==> src/rtl/seq_det_param.sv <==
// Runtime-loadable LEN-bit serial pattern detector with overlap control and Mealy/Moore output.
// Optional saturating match counter and match_cnt port are compiled in with `define SEQ_DET_MATCH_CNT_EN.
module seq_det_param #(
  parameter int unsigned LEN   = 3,
  parameter int unsigned MEALY = 1,
  parameter int unsigned CNT_W = 8
) (
  input  logic             clk,
  input  logic             rst,
  input  logic             x,
  input  logic             x_valid,
  input  logic             pat_load,
  input  logic [LEN-1:0]   pat_in,
  input  logic             overlap,
  output logic             y,
`ifdef SEQ_DET_MATCH_CNT_EN
  output logic [CNT_W-1:0] match_cnt,
`endif
  output logic             armed
);

  localparam int unsigned HW = LEN - 1;
  localparam int unsigned FW = $clog2(LEN);
  localparam logic [FW-1:0] FILL_MAX = FW'(LEN - 1);

  if (LEN < 2) begin : g_len_chk
    $error("seq_det_param: LEN must be at least 2");
  end
  if (CNT_W < 1) begin : g_cnt_w_chk
    $error("seq_det_param: CNT_W must be at least 1");
  end

  typedef enum logic {IDLE, RUN} state_e;

  state_e          state_q, state_d;
  logic [LEN-1:0]  pat_q, pat_d;
  logic [HW-1:0]   hist_q, hist_d;
  logic [FW-1:0]   fill_q, fill_d;
  logic            take;
  logic            hit;

  // Next-state: pattern load restarts everything, otherwise shift on qualified bits.
  always_comb begin
    state_d = state_q;
    pat_d   = pat_q;
    hist_d  = hist_q;
    fill_d  = fill_q;
    take    = 1'b0;
    hit     = 1'b0;

    if (pat_load) begin
      state_d = RUN;
      pat_d   = pat_in;
      hist_d  = '0;
      fill_d  = '0;
    end else if ((state_q == RUN) && x_valid && !rst) begin
      take   = 1'b1;
      hit    = (fill_q == FILL_MAX) && ({hist_q, x} == pat_q);
      // Low HW bits of {hist, x} drop the oldest bit; also covers LEN == 2.
      hist_d = HW'({hist_q, x});
      if (hit && !overlap) begin
        fill_d = '0;
      end else if (fill_q != FILL_MAX) begin
        fill_d = fill_q + FW'(1);
      end
    end
  end

  always_ff @(posedge clk) begin
    if (rst) begin
      state_q <= IDLE;
      pat_q   <= '0;
      hist_q  <= '0;
      fill_q  <= '0;
    end else begin
      state_q <= state_d;
      pat_q   <= pat_d;
      hist_q  <= hist_d;
      fill_q  <= fill_d;
    end
  end

  assign armed = (state_q == RUN);

  if (MEALY != 0) begin : g_mealy
    assign y = hit;
  end else begin : g_moore
    logic y_q, y_d;

    // Registered detect pulse; a load clears it since no hit can coincide with a load.
    always_comb begin
      y_d = hit;
    end

    always_ff @(posedge clk) begin
      if (rst) begin
        y_q <= 1'b0;
      end else begin
        y_q <= y_d;
      end
    end

    assign y = y_q;
  end

`ifdef SEQ_DET_MATCH_CNT_EN
  logic [CNT_W-1:0] cnt_q, cnt_d;

  // Saturating hit counter, cleared by a pattern load.
  always_comb begin
    cnt_d = cnt_q;
    if (pat_load) begin
      cnt_d = '0;
    end else if (hit && (cnt_q != {CNT_W{1'b1}})) begin
      cnt_d = cnt_q + CNT_W'(1);
    end
  end

  always_ff @(posedge clk) begin
    if (rst) begin
      cnt_q <= '0;
    end else begin
      cnt_q <= cnt_d;
    end
  end

  assign match_cnt = cnt_q;
`endif

  logic unused_take;
  assign unused_take = take;

endmodule

==> config.mk <==
export PLATFORM = sky130hd
export DESIGN_NAME = seq_det_param
export DESIGN_NICKNAME = d
export VERILOG_FILES = /design/src/rtl/seq_det_param.sv
export SDC_FILE = /design/constraint.sdc
export NUM_CORES = 1
export LEC_CHECK = 0
export ABC_CLOCK_PERIOD_IN_PS = 3300
export CAP_MARGIN = 5
export CORE_AREA = 2 2 39 41
export DETAILED_ROUTE_END_ITERATION = 8
export DIE_AREA = 0 0 41 43
export HOLD_SLACK_MARGIN = 0.15
export SLEW_MARGIN = 0
export SYNTH_ARGS = -nofsm -noshare
export SYNTH_HDL_FRONTEND = slang
export SYNTH_SLANG_ARGS = --single-unit
==> constraint.sdc <==
create_clock -name clk -period 3.3 [get_ports clk]
set_input_delay 0.33 -clock clk [delete_from_list [all_inputs] [get_ports clk]]
set_output_delay 0.33 -clock clk [all_outputs]
set_load 0.02 [all_outputs]
# == Word level (Yosys, flattened, before mapping) ==
# Index checks and enable logic that the tools add are counted.
# totals
in_bits,9
regBits,8
out_inout_bits,2
elab_cells,21
# classes
n_reduce_logical,9
eq_ne,3
addsub,1
muxes,4
# ops
operator,count
$logic_and 1x1->1,4
$mux 2,2
$eq 3x3->1,1
$add 2x1->2 const B,1
$eq 2x2->1 const B,1
$logic_not 1->1,2
$mux 1,2
$ne 2x2->1 const B,1
$reduce_and 2->1,1
$reduce_bool 2->1,1
$reduce_or 2->1,1

# == Logic depth before layout (Yosys ltp) ==
# depth
depth_word,5
mapped_depth,5
mapped_depth_nobuf,5

# == Least setup slack after synthesis ==
# No wires, ideal clock.
# synth_timing
path_kind,input to output
start,input port rst
end,output port y
path_slack_ps,1975
required_time_ps,2970
path_stages,3
arrival_time_ps,995
path_buffers,1
cell_sequence,buf_6 > nand3b_4 > and4bb_2
# synth_between
elab_chain_len,4
# synth_rtl
item,line_no,rtl
start: declaration,9,"input logic rst,"
$logic_not 1->1,56,end else if ((state_q == RUN) && x_valid && !rst) begin
$logic_and 1x1->1,56,
$mux 1,56,
$mux 1,51,if (pat_load) begin
end: declaration,15,"output logic y,"
# Every way passes these cells.

# == Worst setup path after layout ==
# Same ends and word-level chain as after synthesis.

==> flow_metrics.tcl <==
set metrics [dict create \
    cp_top_family "buffers and inverters" \
    io_pins 11 \
    synthCells 40 \
    grt_pass1_wl_um 1270 \
    final_core_util_pct 38.2 \
    post_drt_wl_per_cell_um 10.7 \
    cpMaxStageDelayCell "clkdlybuf4s50_1" \
    slew-limit-headroom_pct 75.3 \
    rsz0062_at_grt "no" \
    cts_sinks 8 \
    die_h_um 43 \
    worstMarginPinSlew_ns 0.366 \
    io_buffer_count 10 \
    min_path_type "flop to flop" \
    syn_nets 50 \
    postCtsSetupBuffers 0 \
    synth_area_per_cell_um2 10.0 \
    setup_slack_ns 0.914 \
    track_usage_pct 11.0 \
    path_clk_slew_ns 0.05 \
    power_leakage_uw 0.000226 \
    grt-ovfl-total 0 \
    reg2reg_slack_ns 1.94 \
    ctsHoldBuffers 0 \
    h-tree-depth 1 \
    synth.area.top_cells "dfxtp_1 40%, mux2i_1 12%, xor2_1 6.5%, nand3b_4 5.0%, nor2_1 4.7%" \
    dr.first_iter.drc_count 2 \
    ant_nets 0 \
    path_class "input port to output port" \
    drt_first_pass_iters 2 \
    crit_buf_inv 2 \
    dpl_worst_slack_ns 0.897 \
    crit_top_cell "clkdlybuf4s50_1" \
    power.internal_uw 158 \
    dpl.hpwl_um 560 \
    min_period_over_period_pct 72.3 \
    fin_worst_hold_slack_ns 0.507 \
    drc_errors 0 \
    vias 319 \
    antenna_found_initial 0 \
    crit_required_ns 2.97 \
    drive_gt1_share_pct 9.80 \
    insertedDiodeCount 0 \
    p_per_area_nw_per_um2 384 \
    ys_warn_count 0 \
    combPwrFrac_pct 13.7 \
    hold_viol 0 \
    maxCapViolCount 0 \
    clockBufferDepth 2 \
    critPathLaunchType "input port" \
    gp_congestion 0.682 \
    start_util_pct 29.0 \
    switching_share_pct 22.5 \
    wl_um 716 \
    worstPathCellList "clkdlybuf4s50_1 -> nand3b_4 -> and4bb_2 -> clkdlybuf4s50_1" \
    stdcell_area_um2 529 \
    place_area_um2 507 \
    grt_pass1_vias 304 \
    grt_max_degree 10 \
    critPathCaptureType "output port" \
    cts_made_buffers 3 \
    power_switching_uw 45.6 \
    final-setup-viol-count 0 \
    postCtsResizedCells 0 \
    dieArea_um2 1760 \
    outcome "finished, final reports clean" \
    fmax_mhz 419 \
    core_area_um2 1380 \
    fp.dieW_um 41 \
    viasPerCell 4.76 \
    slowest_delay_ns 0.59 \
    ys_types 16 \
    p_seq_share_pct 50.6 \
    pwr-share-clk_pct 35.7 \
    finalNetCount 63 \
    syn_area_um2 402 \
    yosys.area.top_type_share_pct 39.9 \
    fill_cells 145 \
    ys_ff_latch 8 \
    ys_seq_area_share_pct 39.9 \
    report.final.slew_viol_count 0 \
    clk_latency_ns 0.25 \
    yosysTopAreaCell "dfxtp_1" \
    syn_to_final_growth_pct 31.8 \
    crit_arrival_ns 2.06 \
    fin_crit_ns 2.39 \
    cts_tree "yes" \
    root_buffer "clkbuf_4" \
    rows 14 \
    setup_tns_ns 0 \
    peakVddDrop_mv 0.145 \
    clock_skew_ns 0.00308 \
    critPathMaxFanout 9 \
]
metal layers:
metal | track usage [%] | part of all wire [%]
met1 | 14.8 | 47
met2 | 13.4 | 48
met3 | 4.71 | 4.1
met4 | 8.00 | 1.4
met5 | 0 | 0
kinds of logic after synthesis:
group | Yosys count | share of synthesized area [%]
AND/OR/NAND/NOR | 16 | 24.6
flip-flops | 8 | 39.9
multiplexers | 5 | 12.5
AO/OA/AOI/OAI | 4 | 8.72
XOR/XNOR | 3 | 6.54
buffers and inverters | 3 | 4.67
adder cells (fa/ha/maj) | 1 | 3.11
cell type report:
| class | count | area (um2) | area share, % |
|---|---|---|---|
| timing repair buffer | 10 | 100 | 18.9 |
| clock buffer | 3 | 22.5 | 4.26 |
| inverter | 1 | 3.75 | 0.709 |
| tap | 16 | 20.0 | 3.78 |
| multi-input combinational | 29 | 223 | 42.1 |
| sequential | 8 | 160 | 30.3 |
worst reg2reg max path, stage by stage (launching register included):
cell and delay, ns:
dfxtp_1 0.36, inv_1 0.06, ha_1 0.23, or3_1 0.35
a311oi_1 0.27
placed cells by master (no fill, tap or decap), types with 3 or more instances in the layout:
cell type	instances
mux2i_1	5
nor3_1	3
clkbuf_4	3
dfxtp_1	8
xor2_1	3
nor2_1	5
clkdlybuf4s50_1	10
final timing paths:
check                          from                endpoint  cells past startpoint
max                             rst                       y                      4
min          fill_q[1]$_SDFFE_PP0P_  fill_q[1]$_SDFFE_PP0P_                      2
max reg2reg  fill_q[0]$_SDFFE_PP0P_  fill_q[0]$_SDFFE_PP0P_                      4
min reg2reg  fill_q[1]$_SDFFE_PP0P_  fill_q[1]$_SDFFE_PP0P_                      2
registers in the layout, indices dropped and copies added (netlist names):
name and count:
fill_q 2, pat_q 3, armed 1, hist_q 2
cell usage after synthesis, drive strengths merged:
cell type and n:
a311oi 2, and2 2, and4bb 1, buf 1, clkbuf 1, dfxtp 8, ha 1, inv 1
mux2i 5, nand2 2, nand3b 1, nor2 5, nor3 3, o41ai 2, or3 2, xor2 3
through the flow:
| stage | power, uW | std cells |
|---|---|---|
| final | 203 | 67 |
| after global routing | 217 | 67 |
| after CTS | 208 | 67 |
| after detailed placement | 133 | 64 |
| after global placement | 133 | 64 |
| after floorplan | 120 | 40 |
power groups by stage:
stage	logic, uW	clock network (uW)	registers [uW]
after global placement	28.1	0	105
after global routing	30.6	83.2	103
after floorplan	14.2	0	106
after CTS	28.1	77.4	103
after detailed placement	27.9	0	105
final	27.9	72.5	103
Note: power is estimated with default switching activity, not from simulation.
